<file path="src/rtl/grayscale_to_rgb565.sv">
//==============================================================================
//  grayscale_to_rgb565
//------------------------------------------------------------------------------
//  Maps a 12-bit grayscale pixel stream to RGB565 using a selectable colour
//  map. The module tracks raster coordinates to tag each output pixel with
//  start-of-frame and end-of-line flags. It is a fixed two-stage pipeline with
//  no backpressure, and it accepts every valid_in cycle.
//
//  Parameters
//    IMG_WIDTH   pixels per line   (2..4096)
//    IMG_HEIGHT  lines per frame   (2..4096)
//    THRESH      gray level at or above which a pixel counts as a hit
//
//  Ports
//    clk         in   1   rising-edge clock
//    aresetn     in   1   asynchronous active-low reset
//    GRAYSCALE   in  12   pixel intensity
//    valid_in    in   1   GRAYSCALE valid this cycle
//    frame_sync  in   1   restart coordinates at (0,0)
//    mode        in   2   00 replicate, 01 binary, 10 marker, 11 invert
//    RED         out  5   red channel
//    GREEN       out  6   green channel
//    BLUE        out  5   blue channel
//    valid_out   out  1   RGB outputs carry a new pixel
//    sof_out     out  1   output pixel is (0,0)
//    eol_out     out  1   output pixel is the last of its line
//
//  Revision: 1.0  initial release
//==============================================================================
`default_nettype none

module grayscale_to_rgb565 #(
  parameter int          IMG_WIDTH  = 640,
  parameter int          IMG_HEIGHT = 480,
  parameter logic [11:0] THRESH     = 12'd2048
) (
  input  logic        clk,
  input  logic        aresetn,
  input  logic [11:0] GRAYSCALE,
  input  logic        valid_in,
  input  logic        frame_sync,
  input  logic [1:0]  mode,
  output logic [4:0]  RED,
  output logic [5:0]  GREEN,
  output logic [4:0]  BLUE,
  output logic        valid_out,
  output logic        sof_out,
  output logic        eol_out
);

  // Both dimensions top out at 4096, so 12-bit coordinates always suffice.
  localparam logic [11:0] X_MAX = 12'(IMG_WIDTH - 1);
  localparam logic [11:0] Y_MAX = 12'(IMG_HEIGHT - 1);

  localparam logic [1:0] MODE_REPLICATE = 2'b00;
  localparam logic [1:0] MODE_BINARY    = 2'b01;
  localparam logic [1:0] MODE_MARKER    = 2'b10;
  localparam logic [1:0] MODE_INVERT    = 2'b11;

  //--------------------------------------------------------------------------
  // Raster coordinate tracking
  //--------------------------------------------------------------------------
  logic [11:0] x_q, x_d;
  logic [11:0] y_q, y_d;
  logic [11:0] pix_x;
  logic [11:0] pix_y;
  logic        pix_sof;
  logic        pix_eol;

  always_comb begin
    // A frame_sync that arrives with a pixel makes that pixel (0,0).
    pix_x   = frame_sync ? 12'd0 : x_q;
    pix_y   = frame_sync ? 12'd0 : y_q;
    pix_sof = (pix_x == 12'd0) && (pix_y == 12'd0);
    pix_eol = (pix_x == X_MAX);

    x_d = x_q;
    y_d = y_q;
    if (valid_in) begin
      if (pix_x == X_MAX) begin
        x_d = 12'd0;
        y_d = (pix_y == Y_MAX) ? 12'd0 : pix_y + 12'd1;
      end else begin
        x_d = pix_x + 12'd1;
        y_d = pix_y;
      end
    end else if (frame_sync) begin
      x_d = 12'd0;
      y_d = 12'd0;
    end
  end

  always_ff @(posedge clk or negedge aresetn) begin
    if (!aresetn) begin
      x_q <= 12'd0;
      y_q <= 12'd0;
    end else begin
      x_q <= x_d;
      y_q <= y_d;
    end
  end

  //--------------------------------------------------------------------------
  // Stage 1: capture pixel, its mode, hit flag and raster flags
  //--------------------------------------------------------------------------
  logic [11:0] gray_q;
  logic [1:0]  mode_q;
  logic        hit_q;
  logic        sof1_q;
  logic        eol1_q;
  logic        valid1_q;

  always_ff @(posedge clk or negedge aresetn) begin
    if (!aresetn) begin
      gray_q   <= 12'd0;
      mode_q   <= 2'b00;
      hit_q    <= 1'b0;
      sof1_q   <= 1'b0;
      eol1_q   <= 1'b0;
      valid1_q <= 1'b0;
    end else begin
      valid1_q <= valid_in;
      if (valid_in) begin
        gray_q <= GRAYSCALE;
        mode_q <= mode;
        hit_q  <= (GRAYSCALE >= THRESH);
        sof1_q <= pix_sof;
        eol1_q <= pix_eol;
      end
    end
  end

  //--------------------------------------------------------------------------
  // Stage 2: colour mapping
  //--------------------------------------------------------------------------
  logic [11:0] src;
  logic [4:0]  red_d;
  logic [5:0]  green_d;
  logic [4:0]  blue_d;
  logic [4:0]  red_q;
  logic [5:0]  green_q;
  logic [4:0]  blue_q;
  logic        sof_q;
  logic        eol_q;
  logic        valid2_q;

  // The six least-significant bits never reach a 565 channel.
  logic        unused_src_lsbs;
  assign unused_src_lsbs = ^src[5:0];

  always_comb begin
    // 4095 - g cannot underflow for a 12-bit g.
    src     = (mode_q == MODE_INVERT) ? (12'hFFF - gray_q) : gray_q;
    red_d   = src[11:7];
    green_d = src[11:6];
    blue_d  = src[11:7];
    case (mode_q)
      MODE_BINARY: begin
        red_d   = hit_q ? 5'd31 : 5'd0;
        green_d = hit_q ? 6'd63 : 6'd0;
        blue_d  = hit_q ? 5'd31 : 5'd0;
      end
      MODE_MARKER: begin
        if (hit_q) begin
          red_d   = 5'd31;
          green_d = 6'd0;
          blue_d  = 5'd0;
        end
      end
      MODE_REPLICATE, MODE_INVERT: begin
      end
      default: begin
      end
    endcase
  end

  always_ff @(posedge clk or negedge aresetn) begin
    if (!aresetn) begin
      red_q    <= 5'd0;
      green_q  <= 6'd0;
      blue_q   <= 5'd0;
      sof_q    <= 1'b0;
      eol_q    <= 1'b0;
      valid2_q <= 1'b0;
    end else begin
      valid2_q <= valid1_q;
      if (valid1_q) begin
        red_q   <= red_d;
        green_q <= green_d;
        blue_q  <= blue_d;
        sof_q   <= sof1_q;
        eol_q   <= eol1_q;
      end
    end
  end

  assign RED       = red_q;
  assign GREEN     = green_q;
  assign BLUE      = blue_q;
  assign sof_out   = sof_q;
  assign eol_out   = eol_q;
  assign valid_out = valid2_q;

endmodule

`default_nettype wire

</file>
<file path="config.mk">
export PLATFORM = sky130hd
export DESIGN_NAME = grayscale_to_rgb565
export DESIGN_NICKNAME = d
export VERILOG_FILES = /design/src/rtl/grayscale_to_rgb565.sv
export SDC_FILE = /design/constraint.sdc
export NUM_CORES = 1
export LEC_CHECK = 0
export CAP_MARGIN = 25
export CORE_MARGIN = 3
export CORE_UTILIZATION = 50
export DETAILED_ROUTE_END_ITERATION = 8
export PLACE_DENSITY = 0.74
export SLEW_MARGIN = 20
export SYNTH_ARGS = -nofsm -noshare
export SYNTH_HDL_FRONTEND = slang
export SYNTH_SLANG_ARGS = --single-unit
</file>
<file path="constraint.sdc">
create_clock -name clk -period 2.4 [get_ports clk]
set_input_delay 0.24 -clock clk [delete_from_list [all_inputs] [get_ports clk]]
set_output_delay 0.24 -clock clk [all_outputs]
set_load 0.05 [all_outputs]
</file>
Word level (Yosys, flattened, before mapping)

Cells that the tools add are included.

Memories: 0
Input bits: 18
Latch bits: 0
Logic and storage cells: 42
Output and inout port bits: 19
ROM bits: 0
Bits in writable memories: 0
Register bits: 61

Reductions and logical operators: 3
Shift operators: 0
Div/mod/pow operators: 0
Muxes and demuxes: 16
$add $sub $neg: 3
$mul: 0
Magnitude comparators: 1
Bitwise logic cells: 0
Equality and inequality tests: 5

Operators with widths:

| operator                                               | count |
|---|---|
| two-way mux 12 bit                                     | 8 |
| adder 12 x 1 -> 12 bit (second input constant)         | 2 |
| zero test 12 bit                                       | 2 |
| case mux 5 bit (2 select lines)                        | 2 |
| two-way mux 5 bit                                      | 3 |
| equality test 12 x 10 -> 1 bit (second input constant) | 1 |
| equality test 12 x 9 -> 1 bit (second input constant)  | 1 |
| >= comparator 12 bit (second input constant)           | 1 |
| two-way mux 6 bit                                      | 2 |
| case mux 6 bit (2 select lines)                        | 1 |
| subtractor 12 bit (first input constant)               | 1 |
| equality test 2 bit (second input constant)            | 2 |
| equality test 2 x 1 -> 1 bit (second input constant)   | 1 |
| logical AND 1 bit                                      | 1 |

Longest topological paths before layout

Depth in word-level cells: 5
Gate-level depth with buffers: 10
Depth with buffers taken out: 7

Least setup slack after synthesis

Ideal clock, no wire load.

Kind: input -> register
From: in frame_sync
To: reg y_q[5]
Arrival time: 1,911 ps
Required time: 2,322 ps
Library setup time: 78 ps
Path buffers: 2
Slack: 411 ps
Cell stages on the path: 8
Cells stage by stage: clkbuf_1 > clkbuf_1 > nor2b_1 > ha_1 > and3_1 > nand4_4 > or4b_1 > a21oi_1

Longest elaborated chain between the ends: 5
Elaborated cells on any way between the ends: 8
Classes of those cells: add/sub: 1; eq/ne: 2; mux: 5

RTL lines:

| what                                                                    | line | RTL |
|---|---|---|
| start: declaration                                                      | 41   | `input logic frame_sync,` |
| two-way mux 12 bit                                                      | -    |  |
| adder 12 x 1 -> 12 bit or equality test 12 x 9 -> 1 bit (tied branches) | 82   | `y_d = (pix_y == Y_MAX) ? 12'd0 : pix_y + 12'd1;` |
| two-way mux 12 bit                                                      | 82   |  |
| two-way mux 12 bit                                                      | 80   | `if (pix_x == X_MAX) begin` |
| two-way mux 12 bit (*)                                                  | 79   | `if (valid_in) begin` |
| via y_d[5]                                                              | 64   | `logic [11:0] y_q, y_d;` |
| end signal: assignment                                                  | 99   | `y_q <= y_d;` |
| end: declaration                                                        | 64   |  |

The timed path passes the listed nets; every way through them passes the cells marked *.
A chain may end at the register's enable or synchronous reset.

Worst setup path in the final report

From: in frame_sync
To: reg y_q[0]

The elaborated chain is that of the path after synthesis.

==> results.sh <==
export IMPL_ys_flop_type="dfrtp_1"
export IMPL_yosys_warnings=0
export IMPL_grt_pass1_wl_um=9370
export IMPL_synthArstFlopShare_pct=100
export IMPL_port_buffer_count=30
export IMPL_grt_overflow=0
export IMPL_cts_sinks=50
export IMPL_fmax_ghz=0.483
export IMPL_core_um2=4880
export IMPL_track_usage_pct=19.1
export IMPL_dp_cells=356
export IMPL_cts_resized=0
export IMPL_tightest_slew_ns=0.735
export IMPL_first_pass_iters=4
export IMPL_nFillCells=416
export IMPL_startpoint_type="primary input"
export IMPL_synth_edf_count=0
export IMPL_die_h_um=78.1
export IMPL_yosys_area_top_type="dfrtp_1"
export IMPL_synth_seq_cells=50
export IMPL_grt_max_degree=34
export IMPL_fin_cells=364
export IMPL_critical_path_arrival_ns=2.28
export IMPL_relSlewSlack_pct=51.0
export IMPL_clockPowerShare_pct=27.2
export IMPL_hpwl_um=3900
export IMPL_drt_total_wl_um=5300
export IMPL_finalSetupTns_ns=0
export IMPL_period_share_pct=86.3
export IMPL_synth_cells=262
export IMPL_crit_type="in2reg"
export IMPL_seqPwrFrac_pct=47.0
export IMPL_critPathCapture="y_q[0]"
export IMPL_gp_congestion=0.878
export IMPL_via_per_inst=5.37
export IMPL_antenna_left=0
export IMPL_hp_class="in2async"
export IMPL_die_x_um=78.1
export IMPL_remaining_drc_errors=0
export IMPL_drt_initial_drc_count=148
export IMPL_clk_pin_slew_ns=0.09
export IMPL_grt_pass1_vias=2057
export IMPL_cts_tree="done"
export IMPL_antenna_found_initial=0
export IMPL_p_comb_share_pct=25.8
export IMPL_grt_setup_unrepaired="false"
export IMPL_nNetsFinal=321
export IMPL_cts_max_path_buffers=2
export IMPL_intPower_uw=1350
export IMPL_violations="negative hold slack"
export IMPL_status="complete, but fails checks"
export IMPL_ff2ff_path_depth=6
export IMPL_synth_fp_nets=287
export IMPL_cts_buffers=5
export IMPL_fin_crit_ns=2.07
export IMPL_place_ws_ns=0.0219
export IMPL_ir_drop_mv=0.355
export IMPL_pin_count=37
export IMPL_reg2reg_to="y_q[0]"
export IMPL_cts_hold_buf=0
export IMPL_ys_seq_area_share_pct=48.1
export IMPL_htree_levels=2
export IMPL_finalMaxSlewViolations=0
export IMPL_required_ns=2.61
export IMPL_setup_viol_count_final=0
export IMPL_whs_ns=-0.0133
export IMPL_cp_max_fo=11
export IMPL_rrSetupSlack_ns=0.44
export IMPL_syn_to_final_growth_pct=19.4
export IMPL_reg2reg_from="x_q[1]"
export IMPL_syn_area_um2=2600
export IMPL_dieArea_um2=6100
export IMPL_synth_top_area_share_pct=48.1
export IMPL_p_switching_uw=661
export IMPL_clkLatencyLatePin_ns=0.30
export IMPL_vias=1956
export IMPL_synth_cell_types=45
export IMPL_cts_root_buf="clkbuf_8"
export IMPL_hold_violations=23
export IMPL_leakage_uw=0.00137
export IMPL_initial_core_util_pct=53.3
export IMPL_drive_above_1_share_pct=12.5
export IMPL_routedWlPerCell_um=14.6
export IMPL_sw_frac_of_total_pct=32.8
export IMPL_synth_avg_cell_area_um2=9.93
export IMPL_post_cts_setup_buffer_count=0
export IMPL_synth_area_leaders="dfrtp_1 (48%), ha_1 (3.4%), mux2_2 (3.0%)"
export IMPL_num_antenna_cells=0
export IMPL_crit_path_start="frame_sync"
export IMPL_setup_ws_ns=0.328
export IMPL_skew_ns=0.00622
export IMPL_max_cap_violations=0
export IMPL_endpoint_kind="flop"
export IMPL_rows=25
export IMPL_powerDensity_nw_per_um2=649
## cell type report
class / count / area [um2] / share of cell area (%)
clock buffer: 7 / 96.3 / 3.10
clock inverter: 1 / 8.76 / 0.282
inverter: 16 / 60.1 / 1.93
multi-input combinational: 179 / 1200 / 38.8
sequential: 50 / 1250 / 40.3
tap: 67 / 83.8 / 2.70
timing repair buffer: 44 / 400 / 12.9
## how the worst min path moves through the flow
stage / from / end / slack [ns]
5_1_grt: aresetn / RED[0] / 0.03
3_5_place_dp: aresetn / RED[0] / 0.34
6_report: aresetn / RED[0] / -0.01
4_1_cts: aresetn / gray_q[6] / 0.02
3_3_place_gp: aresetn / RED[2] / 0.33
2_1_floorplan: aresetn / GREEN[0] / -0.06
## through the flow
step / cell area [um2] / hold slack [ns] / util, % / power, uW
2_1_floorplan: 2600 / -0.0556 / - / 1320
3_3_place_gp: 3000 / 0.335 / 61.5 / 1480
3_5_place_dp: 3000 / 0.344 / 61.5 / 1490
4_1_cts: 3110 / 0.0156 / 63.6 / 2040
5_1_grt: 3110 / 0.0311 / 63.6 / 2110
6_report: 3110 / -0.0133 / 63.6 / 2010
## metal layers
layer  part of all wire [%]  track usage (%)
met1                     50             25.6
met2                     45             31.4
met3                    4.2             4.24
met4                   0.98             5.24
met5                      0                0
## logic make-up (layout without fill, tap and decap cells)
| kind of cell | Yosys count | in the layout | share of synthesized area, % |
|---|---|---|---|
| AOI/OAI and AO/OA | 42 | 42 | 9.62 |
| xor gates and xnor gates | 17 | 17 | 5.72 |
| adders and majority gates | 7 | 7 | 3.37 |
| buffers and inverters | 33 | 68 | 5.58 |
| DFF | 50 | 50 | 48.1 |
| muxes | 9 | 9 | 3.80 |
| and+or+nand+nor | 104 | 104 | 23.8 |
## worst max-delay path: stages
cell	delay, ns
clkdlybuf4s50_1	0.40
buf_4	0.17
nand2b_1	0.17
inv_1	0.10
ha_1	0.20
and3_1	0.25
and4_2	0.36
nand2_1	0.17
o21ai_0	0.23
## flip-flops by register name, indices dropped and copies added, names as in the netlist, 2 cells and up
| signal | count |
|---|---|
| x_q | 12 |
| y_q | 12 |
| GREEN | 6 |
| gray_q | 6 |
| RED | 5 |
| mode_q | 2 |
## power by group through the flow
| stage | Clock, uW | Combinational [uW] | Sequential (uW) |
|---|---|---|---|
| after floorplan | 0 | 210 | 1110 |
| after global placement | 0 | 518 | 962 |
| after detailed placement | 0 | 524 | 965 |
| after CTS | 562 | 525 | 949 |
| after global routing | 601 | 555 | 959 |
| final | 547 | 520 | 947 |
## synth_stat cells, drive strengths merged, types with 2 or more instances
| library cell | count |
|---|---|
| inv | 16 |
| mux2i | 2 |
| mux2 | 7 |
| dfrtp | 50 |
| nor2b | 9 |
| buf | 7 |
| and3 | 3 |
| nand3 | 7 |
| a21oi | 13 |
| and4b | 5 |
| o21ai | 10 |
| o22ai | 8 |
| clkbuf | 10 |
| and4 | 4 |
| nor2 | 19 |
| nor4 | 5 |
| nand2 | 21 |
| nand4 | 12 |
| xor2 | 8 |
| nor3 | 2 |
| o21bai | 3 |
| xnor2 | 9 |
| nand2b | 10 |
| a31oi | 2 |
| ha | 7 |
## cells in the final DEF (no fill, tap or decap), drive strengths merged, types with 4 or more instances in the layout
cell type	Yosys	routed
ha	7	7
nand4	12	12
nand3	7	7
buf	7	15
mux2	7	7
inv	16	16
xor2	8	8
nor2b	9	9
nand2	21	21
xnor2	9	9
and4b	5	5
clkdlybuf4s50	0	29
dfrtp	50	50
nor2	19	19
nor4	5	5
clkbuf	10	7
nand2b	10	10
a21oi	13	13
o21ai	10	10
o22ai	8	8
and4	4	4
(Power assumes the default switching activity.)
